### src/rtl/regfile_op_sequencer.sv
// -----------------------------------------------------------------------------
// regfile_op_sequencer
//
// Multi-cycle controller between the instruction decoder and a 16-word memory
// bank. Accepts one register-level operation at a time, reads its operands
// through the bank's single address port, runs a 16-bit ALU op, writes the
// result back and pulses done (plus err for an illegal opcode).
//
// Ports:
//   clk, rst_n              clock, asynchronous active-low reset
//   instr_valid/ready       upstream handshake; ready only while idle
//   instr_op/dst/a/b/imm    operation fields, latched on accept
//   mem_addr/data/we        memory bank port; we high only during write-back
//   mem_q                   bank read data for the address of the previous clk
//   done, err               one-cycle completion pulse, illegal-op pulse
//   result, flag_z, flag_c  last computed value and flags, held
//   retired                 completed-operation count (wraps)
//
// States:
//   state  | meaning
//   IDLE   | waiting for an operation, instr_ready=1
//   RD_A   | address operand A
//   RD_B   | address operand B, capture A from mem_q
//   EXEC   | compute from captured A and mem_q, latch result/flags
//   WB     | write result to dst (mem_we=1)
//   DONE   | done pulse, count the operation
// -----------------------------------------------------------------------------
module regfile_op_sequencer #(
    parameter int DW   = 16,
    parameter int AW   = 4,
    parameter int CNTW = 8
) (
    input  logic            clk,
    input  logic            rst_n,
    input  logic            instr_valid,
    output logic            instr_ready,
    input  logic [2:0]      instr_op,
    input  logic [AW-1:0]   instr_dst,
    input  logic [AW-1:0]   instr_a,
    input  logic [AW-1:0]   instr_b,
    input  logic [DW-1:0]   instr_imm,
    output logic [AW-1:0]   mem_addr,
    output logic [DW-1:0]   mem_data,
    output logic            mem_we,
    input  logic [DW-1:0]   mem_q,
    output logic            done,
    output logic [DW-1:0]   result,
    output logic            flag_z,
    output logic            flag_c,
    output logic            err,
    output logic [CNTW-1:0] retired
);

    localparam logic [2:0] S_IDLE = 3'd0;
    localparam logic [2:0] S_RD_A = 3'd1;
    localparam logic [2:0] S_RD_B = 3'd2;
    localparam logic [2:0] S_EXEC = 3'd3;
    localparam logic [2:0] S_WB   = 3'd4;
    localparam logic [2:0] S_DONE = 3'd5;

    localparam logic [2:0] OP_NOP  = 3'b000;
    localparam logic [2:0] OP_LOAD = 3'b001;
    localparam logic [2:0] OP_ADD  = 3'b010;
    localparam logic [2:0] OP_SUB  = 3'b011;
    localparam logic [2:0] OP_MOV  = 3'b100;
    localparam logic [2:0] OP_CLR  = 3'b101;
    localparam logic [2:0] OP_OUT  = 3'b110;
    localparam logic [2:0] OP_ILL  = 3'b111;

    logic [2:0]      r_state;
    logic [2:0]      r_op;
    logic [AW-1:0]   r_dst;
    logic [AW-1:0]   r_a;
    logic [AW-1:0]   r_b;
    logic [DW-1:0]   r_opa;
    logic [DW-1:0]   r_result;
    logic            r_flag_z;
    logic            r_flag_c;
    logic [AW-1:0]   r_mem_addr;
    logic [DW-1:0]   r_mem_data;
    logic            r_mem_we;
    logic            r_done;
    logic            r_err;
    logic [CNTW-1:0] r_retired;

    logic            w_accept;
    logic [2:0]      w_next_state;
    logic [DW:0]     w_sum;
    logic [DW-1:0]   w_exec_val;
    logic [DW-1:0]   w_wb_val;
    logic [DW-1:0]   w_imm_val;

    assign w_accept = instr_valid && (r_state == S_IDLE);
    assign w_sum    = {1'b0, r_opa} + {1'b0, mem_q};
    assign w_imm_val = (instr_op == OP_LOAD) ? instr_imm : '0;

    always_comb begin
        w_exec_val = mem_q;
        case (r_op)
            OP_ADD:  w_exec_val = w_sum[DW-1:0];
            OP_SUB:  w_exec_val = r_opa - mem_q;
            default: w_exec_val = mem_q;
        endcase
    end

    // WB is entered either straight from IDLE (LOAD/CLR) or from EXEC.
    assign w_wb_val = (r_state == S_IDLE) ? w_imm_val : w_exec_val;

    always_comb begin
        w_next_state = r_state;
        case (r_state)
            S_IDLE: begin
                if (w_accept) begin
                    case (instr_op)
                        OP_ADD, OP_SUB, OP_MOV, OP_OUT: w_next_state = S_RD_A;
                        OP_LOAD, OP_CLR:                w_next_state = S_WB;
                        default:                        w_next_state = S_DONE;
                    endcase
                end
            end
            S_RD_A:  w_next_state = (r_op == OP_ADD || r_op == OP_SUB) ? S_RD_B : S_EXEC;
            S_RD_B:  w_next_state = S_EXEC;
            S_EXEC:  w_next_state = (r_op == OP_OUT) ? S_DONE : S_WB;
            S_WB:    w_next_state = S_DONE;
            S_DONE:  w_next_state = S_IDLE;
            default: w_next_state = S_IDLE;
        endcase
    end

    // Memory-side outputs and pulses are registered from the next state so
    // they are glitch-free and line up with the state they belong to.
    always_ff @(posedge clk or negedge rst_n) begin
        if (!rst_n) begin
            r_state    <= S_IDLE;
            r_op       <= OP_NOP;
            r_dst      <= '0;
            r_a        <= '0;
            r_b        <= '0;
            r_opa      <= '0;
            r_result   <= '0;
            r_flag_z   <= 1'b0;
            r_flag_c   <= 1'b0;
            r_mem_addr <= '0;
            r_mem_data <= '0;
            r_mem_we   <= 1'b0;
            r_done     <= 1'b0;
            r_err      <= 1'b0;
            r_retired  <= '0;
        end else begin
            r_state  <= w_next_state;
            r_mem_we <= (w_next_state == S_WB);
            r_done   <= (w_next_state == S_DONE);
            r_err    <= w_accept && (instr_op == OP_ILL);
            r_mem_data <= (w_next_state == S_WB) ? w_wb_val : '0;

            case (w_next_state)
                S_RD_A:  r_mem_addr <= instr_a;
                S_RD_B:  r_mem_addr <= r_b;
                S_WB:    r_mem_addr <= (r_state == S_IDLE) ? instr_dst : r_dst;
                default: r_mem_addr <= r_mem_addr;
            endcase

            if (w_accept) begin
                r_op  <= instr_op;
                r_dst <= instr_dst;
                r_a   <= instr_a;
                r_b   <= instr_b;
                if (instr_op == OP_LOAD || instr_op == OP_CLR) begin
                    r_result <= w_imm_val;
                    r_flag_z <= (w_imm_val == '0);
                end
            end

            if (r_state == S_RD_B) begin
                r_opa <= mem_q;
            end

            if (r_state == S_EXEC) begin
                r_result <= w_exec_val;
                r_flag_z <= (w_exec_val == '0);
                if (r_op == OP_ADD) begin
                    r_flag_c <= w_sum[DW];
                end else if (r_op == OP_SUB) begin
                    r_flag_c <= (r_opa < mem_q);
                end
            end

            if (w_next_state == S_DONE) begin
                r_retired <= r_retired + CNTW'(1);
            end
        end
    end

    assign instr_ready = (r_state == S_IDLE);
    assign mem_addr    = r_mem_addr;
    assign mem_data    = r_mem_data;
    assign mem_we      = r_mem_we;
    assign done        = r_done;
    assign err         = r_err;
    assign result      = r_result;
    assign flag_z      = r_flag_z;
    assign flag_c      = r_flag_c;
    assign retired     = r_retired;

endmodule

### config.mk
export PLATFORM = sky130hd
export DESIGN_NAME = regfile_op_sequencer
export DESIGN_NICKNAME = d
export VERILOG_FILES = /design/src/rtl/regfile_op_sequencer.sv
export SDC_FILE = /design/constraint.sdc
export NUM_CORES = 1
export LEC_CHECK = 0
export CELL_PAD_IN_SITES_DETAIL_PLACEMENT = 1
export CELL_PAD_IN_SITES_GLOBAL_PLACEMENT = 2
export CORE_MARGIN = 1
export CORE_UTILIZATION = 34
export DETAILED_ROUTE_END_ITERATION = 6
export PLACE_DENSITY = 0.95
export REMOVE_ABC_BUFFERS = 1
export SYNTH_ARGS = -nofsm -noshare
export SYNTH_HDL_FRONTEND = slang
export SYNTH_SLANG_ARGS = --single-unit
### constraint.sdc
create_clock -name clk -period 7.4 [get_ports clk]
set_input_delay 0.74 -clock clk [delete_from_list [all_inputs] [get_ports clk]]
set_output_delay 0.74 -clock clk [all_outputs]
set_load 0.02 [all_outputs]
==> flow_summary.ini, run 1 <==
[detailed_routing]
drt-met1-wl_um = 7790
ant_nets = 0
avgRoutedWirePerCell_um = 20.3
firstDrtPassIters = 5
vias_per_cell = 5.70
routed-via-count = 4872
dr_wl_met2_um = 8510
route.detailed.drc = 0
wl_um = 17400
drt_iter0_drc = 266
met3_length_um = 768
top_layer_used = met4

[placement]
place_area_mm2 = 0.00632
dp_hpwl_um = 12700
post-place-ws_ps = 3170
gp_congestion = 0.854
io_buffers = 99

[finish]
final_area_mm2 = 0.00663
syn2layout_area_growth_pct = 26.9
nets = 752
utilization_pct = 44.9
drive_gt1_share_pct = 7.75
diodes = 0

[worst_setup_path]
crit_fanout = 26
slowest_stage = dfrtp_1
cpPeakStageDelay_ps = 970
critPathLaunchType = flop
crit_required_ps = 7640
cp_data_arrival_time_ps = 4320
path_cells = clkinv_1, a31oi_1, o21ai_0, o211ai_1, nand2_1, inv_1, nor2_1, a221o_1, mux2_2
worstSetupPathType = reg2reg
crit_path_end_kind = flop

[clocking]
cts_sinks = 79
cts_max_path_buffers = 2
cts_buffers = 9
cts_resized = 0
clk_latency_ps = 350
cts_hold_buf = 0
clk_transition_reported_paths_ps = 70
htreeDepth = 3
tritoncts = done
cts_setup_buffers = 0
clock_tree.root_cell = clkbuf_16

[sta]
worst_pin_slew_ps = 1180
finalSetupTns_ps = 0
final_max_slew_viol_count = 0
final_hold_viol_count = 0
max_slew_margin_pct = 20.7
setup_ws_ps = 3320
finClkSkew_ps = 9.49
max_freq_mhz = 245
rsz0062_at_grt = no
fin_crit_sh_pct = 55.1
finalSetupViolations = 0
min_period_ps = 4080

[floorplanning]
die_x_um = 126
die_h_um = 126
initial_core_util_pct = 35.4
io_pins = 100
coreArea_mm2 = 0.0148
num_rows = 44
dieArea_mm2 = 0.0159

[synth]
synth_top_cell_by_area = dfrtp_1
syn_area_mm2 = 0.00522
ys_seq_area_share_pct = 37.9
synth_xor_xnor_area_share_pct = 2.35
synth_top_family_by_area = compound AO/OA/AOI/OAI gates
async_reset_ff_share_pct = 100
synthCells = 589
avgSynthCellArea_um2 = 8.86
yosys.area_share.simple_pct = 18.8
synth.area.top_cells = dfrtp_1 (38%), ha_1 (8.1%), nand2_1 (5.8%)
ys_types = 64
ys_ff_latch = 79
synthMuxAreaShare_pct = 5.08
synthAdderAreaFrac_pct = 8.91
ys.flop_type = dfrtp_1
synth-warning-count = 0
synth_compound_area_share_pct = 21.7
synth-edff-count = 0
netlist.area_leader.share_pct = 37.9

[global_route]
grt_antenna_before_repair = 0
track_usage_pct = 22.8
grt_max_degree = 80
grt_pass1_wl_um = 28400
grt_pass1_vias = 5126
grt.overflow.total = 0

[pwr]
power_density_mw_per_mm2 = 450
ir_drop_mv = 0.161
p_leak_nw = 2.85

[outcome]
run_status = finished, final reports clean

[min_path]
hp-class = reg2reg

[flow_run]
cap_viol_max_count = 0
==> power breakdown <==
| group | switching (mW) | leakage [nW] | internal (mW) |
|---|---|---|---|
| registers | 0.170 | 1.00 | 0.613 |
| clock network | 0.209 | 0.150 | 0.269 |
| logic | 1.01 | 1.70 | 0.709 |
| total | 1.39 | 2.85 | 1.59 |
==> stage by stage <==
step	hold WS [ps]	power [mW]	cells
after detailed placement	462	2.50	839
after global placement	457	2.44	839
after CTS	479	3.00	855
after floorplan	444	1.86	555
final	477	2.98	855
after global routing	510	3.20	855
==> area by class of cell <==
type / instances / area, um2
Fill cell: 1701 / 8130
Multi-Input combinational cell: 442 / 2990
Sequential cell: 79 / 1980
Timing Repair Buffer: 100 / 996
Tap cell: 184 / 230
Clock buffer: 9 / 225
Inverter: 34 / 128
Clock inverter: 7 / 86.3
==> cells in the final DEF, fill, tap and decap left out, types with 10 or more instances in the layout <==
cell and n:
clkdlybuf4s50_1 98, nand2_1 80, dfrtp_1 79, nor2_1 45
a21oi_1 35, ha_1 34, inv_1 33, o21ai_0 27
mux2_2 20, a22oi_1 15, nor3_1 12, or3_1 11
xnor2_1 11, nand3_1 10, a32oi_1 10
==> Yosys cell counts (5+ instances only) <==
master and number:
clkbuf_1 24, nor4_1 6, ha_1 34, a21oi_1 35, a31oi_1 9, xnor2_1 11
and3_1 8, a211oi_1 9, nor2_1 45, dfrtp_1 79, mux2_2 20, nand4_1 5
or3_1 11, nor3_1 14, o31ai_1 8, inv_1 33, nand2_1 80, nor2b_1 8
a32oi_1 10, buf_2 8, o21ai_0 27, nand3_1 10, a22oi_1 15
==> logic make-up after synthesis <==
| group | count (synthesis) |
|---|---|
| adder cells (fa/ha/maj) | 36 |
| multiplexers | 24 |
| AO/OA/AOI/OAI | 161 |
| buffers and inverters | 68 |
| XOR/XNOR | 14 |
| AND/OR/NAND/NOR | 207 |
| flip-flops | 79 |
==> layer usage <==
metal | global-route usage, % | vias up
met5 | 0 | -
met1 | 30.0 | 2443
met4 | 6.45 | 0
li1 | - | 2280
met3 | 4.46 | 24
met2 | 38.2 | 125
==> critical path: cells and delay by family (launching register included) <==
family	cells	cell delay, ps
compound gates	4	920
mux	1	260
flops	1	970
buf+inv	2	1110
simple gates	2	690
==> registers in the layout, summed over array words and instances (netlist names) <==
name,count
r_b,4
flag_c,1
r_dst,4
r_state,3
r_opa,16
done,1
flag_z,1
mem_addr,4
mem_we,1
retired,8
r_op,3
result,16
mem_data,16
err,1
==> path summary, 6_finish.rpt <==
kind | start | end | slack, ps | cells past startpoint
hold / removal | retired[7] | retired[7] | 480 | 1
max in group asynchronous | rst_n | r_opa[12] | 6140 | 1
hold reg to reg | retired[7] | retired[7] | 480 | 1
min in group asynchronous | rst_n | r_opa[2] | 560 | 1
setup / recovery | r_op[0] | mem_addr[1] | 3320 | 9
setup reg to reg | r_op[0] | mem_addr[1] | 3320 | 9
(Power assumes the default switching activity.)
==> run 2: changes to the inputs <==
--- a/config.mk
+++ b/config.mk
@@ -8,9 +8,9 @@
 export CELL_PAD_IN_SITES_DETAIL_PLACEMENT = 1
 export CELL_PAD_IN_SITES_GLOBAL_PLACEMENT = 2
 export CORE_MARGIN = 1
-export CORE_UTILIZATION = 34
+export CORE_UTILIZATION = 32
 export DETAILED_ROUTE_END_ITERATION = 6
-export PLACE_DENSITY = 0.95
+export PLACE_DENSITY = 0.93
 export REMOVE_ABC_BUFFERS = 1
 export SYNTH_ARGS = -nofsm -noshare
 export SYNTH_HDL_FRONTEND = slang
==> constraint.sdc (replaced) <==
create_clock -name clk -period 4 [get_ports clk]
set_input_delay 0.4 -clock clk [delete_from_list [all_inputs] [get_ports clk]]
set_output_delay 0.4 -clock clk [all_outputs]
set_load 0.02 [all_outputs]
==> flow_summary.ini, run 2 (synthesized netlist as in run 1, its figures left out) <==
[finish]
final_cell_mix = clkdlybuf4s50_1 (98), nand2_1 (80), dfrtp_1 (79), nor2_1 (45), a21oi_1 (35)
seq_area_mm2 = 0.00198
final_area_mm2 = 0.00678
diodes = 0
syn2layout_area_growth_pct = 29.9
fill_cells = 1882
nets = 767
final_common_cell = clkdlybuf4s50_1
multi_input_area_mm2 = 0.00299
drive_gt1_share_pct = 9.77

[global_route]
grt_busiest_layer = met2
track_usage_pct = 21.4
grt_max_degree = 80
grtUsageMet1_pct = 26.6
grtUsageMet2_pct = 36.9
grt_pass1_vias = 5133
grt_pass1_wl_um = 27500
grt.overflow.total = 0
use_met3_pct = 3.16
grt_antenna_before_repair = 0

[worst_setup_path]
crit_required_ps = 4290
r2r-start = r_opa[2]
crit_path_end_kind = flop
worstReg2RegEnd = flag_z
crit_fanout = 5
worstSetupPathType = in2reg
critPathLaunchType = input pin
rrSetupSlack_ps = 750
r2r_cells = 10
cp_data_arrival_time_ps = 3800

[sta]
min_period_ps = 3500
setup_ws_ps = 497
max_freq_mhz = 285
max_slew_margin_pct = 26.1
final_max_slew_viol_count = 0
finClkSkew_ps = 6.92
finalSetupViolations = 0
final_hold_viol_count = 0
whs_ps = 218
rsz0062_at_grt = no
finalSetupTns_ps = 0
fin_crit_sh_pct = 87.6
worst_pin_slew_ps = 1110

[placement]
gp_congestion = 0.855
io_buffers = 99
dp_hpwl_um = 13200
post-place-ws_ps = 137
place_area_mm2 = 0.00647

[detailed_routing]
ant_nets = 0
firstDrtPassIters = 4
route.detailed.drc = 0
drt_iter0_drc = 396
wl_um = 17500
avgRoutedWirePerCell_um = 19.4
routed-via-count = 4969
vias_per_cell = 5.51

[pwr]
p_leak_nw = 2.92
power_density_mw_per_mm2 = 827
power_mw = 5.61
ir_drop_mv = 0.284

[clocking]
cts_max_path_buffers = 2
clock_tree.root_cell = clkbuf_16
cts_hold_buf = 0
htreeDepth = 3
cts_buffers = 9
tritoncts = done
clk_transition_reported_paths_ps = 60
cts_sinks = 79
clk_latency_ps = 360
cts_setup_buffers = 0
cts_resized = 0

[min_path]
hp-class = in2async

[floorplanning]
coreArea_mm2 = 0.0159
dieArea_mm2 = 0.0168
initial_core_util_pct = 32.9
die_x_um = 130
io_pins = 100
die_h_um = 130
num_rows = 46

[outcome]
run_status = finished, final reports clean

[flow_run]
cap_viol_max_count = 0
-- run 2: cell types whose count changed in the layout (fill, tap and decap cells not counted), sizes merged --
cell,before,now
buf,2,17
-- run 2: layout make-up --
class | instances | share of cell area (%)
multi-input combinational | 442 | 44.0
inverter | 34 | 1.88
tap | 216 | 3.99
sequential | 79 | 29.2
clock inverter | 7 | 1.27
clock buffer | 9 | 3.32
timing repair buffer | 115 | 16.3
-- run 2: worst max path at each step --
stage,slack [ps],endpoint,cells past startpoint,startpoint
after detailed placement,140,flag_z,13,mem_q[0]
after floorplan,860,flag_z,8,r_op[2]
after global routing,320,flag_z,13,mem_q[0]
after CTS,490,flag_z,13,mem_q[0]
after global placement,250,flag_z,12,mem_q[0]
final,500,flag_z,13,mem_q[0]
-- run 2: worst max-delay path, stage by stage --
cell	delay, ps
clkdlybuf4s50_1	570
ha_1	200
inv_1	60
fa_1	390
o21ba_1	220
or4_4	460
a211oi_2	280
a211oi_1	130
o31ai_1	380
xnor2_1	160
o21ai_1	120
nor4_1	290
a21o_1	150
-- run 2: power by group --
part	internal [mW]	switching (mW)	total, mW
clock network	0.498	0.389	0.888
logic	1.39	1.91	3.30
registers	1.13	0.291	1.43
total	3.02	2.59	5.61
-- run 2: through the flow --
step                      instances  utilization (%)
after floorplan                 555                -
after global placement          886             40.7
after detailed placement        886             40.7
after CTS                       902             42.7
after global routing            902             42.7
final                           902             42.7
-- run 2: per-layer routing --
layer,part of all wire [%],wire (um),vias up
li1,-,-,2320
met1,43,7560,2477
met2,49,8490,144
met3,5.6,986,28
met4,2.6,452,0
met5,0,0,-
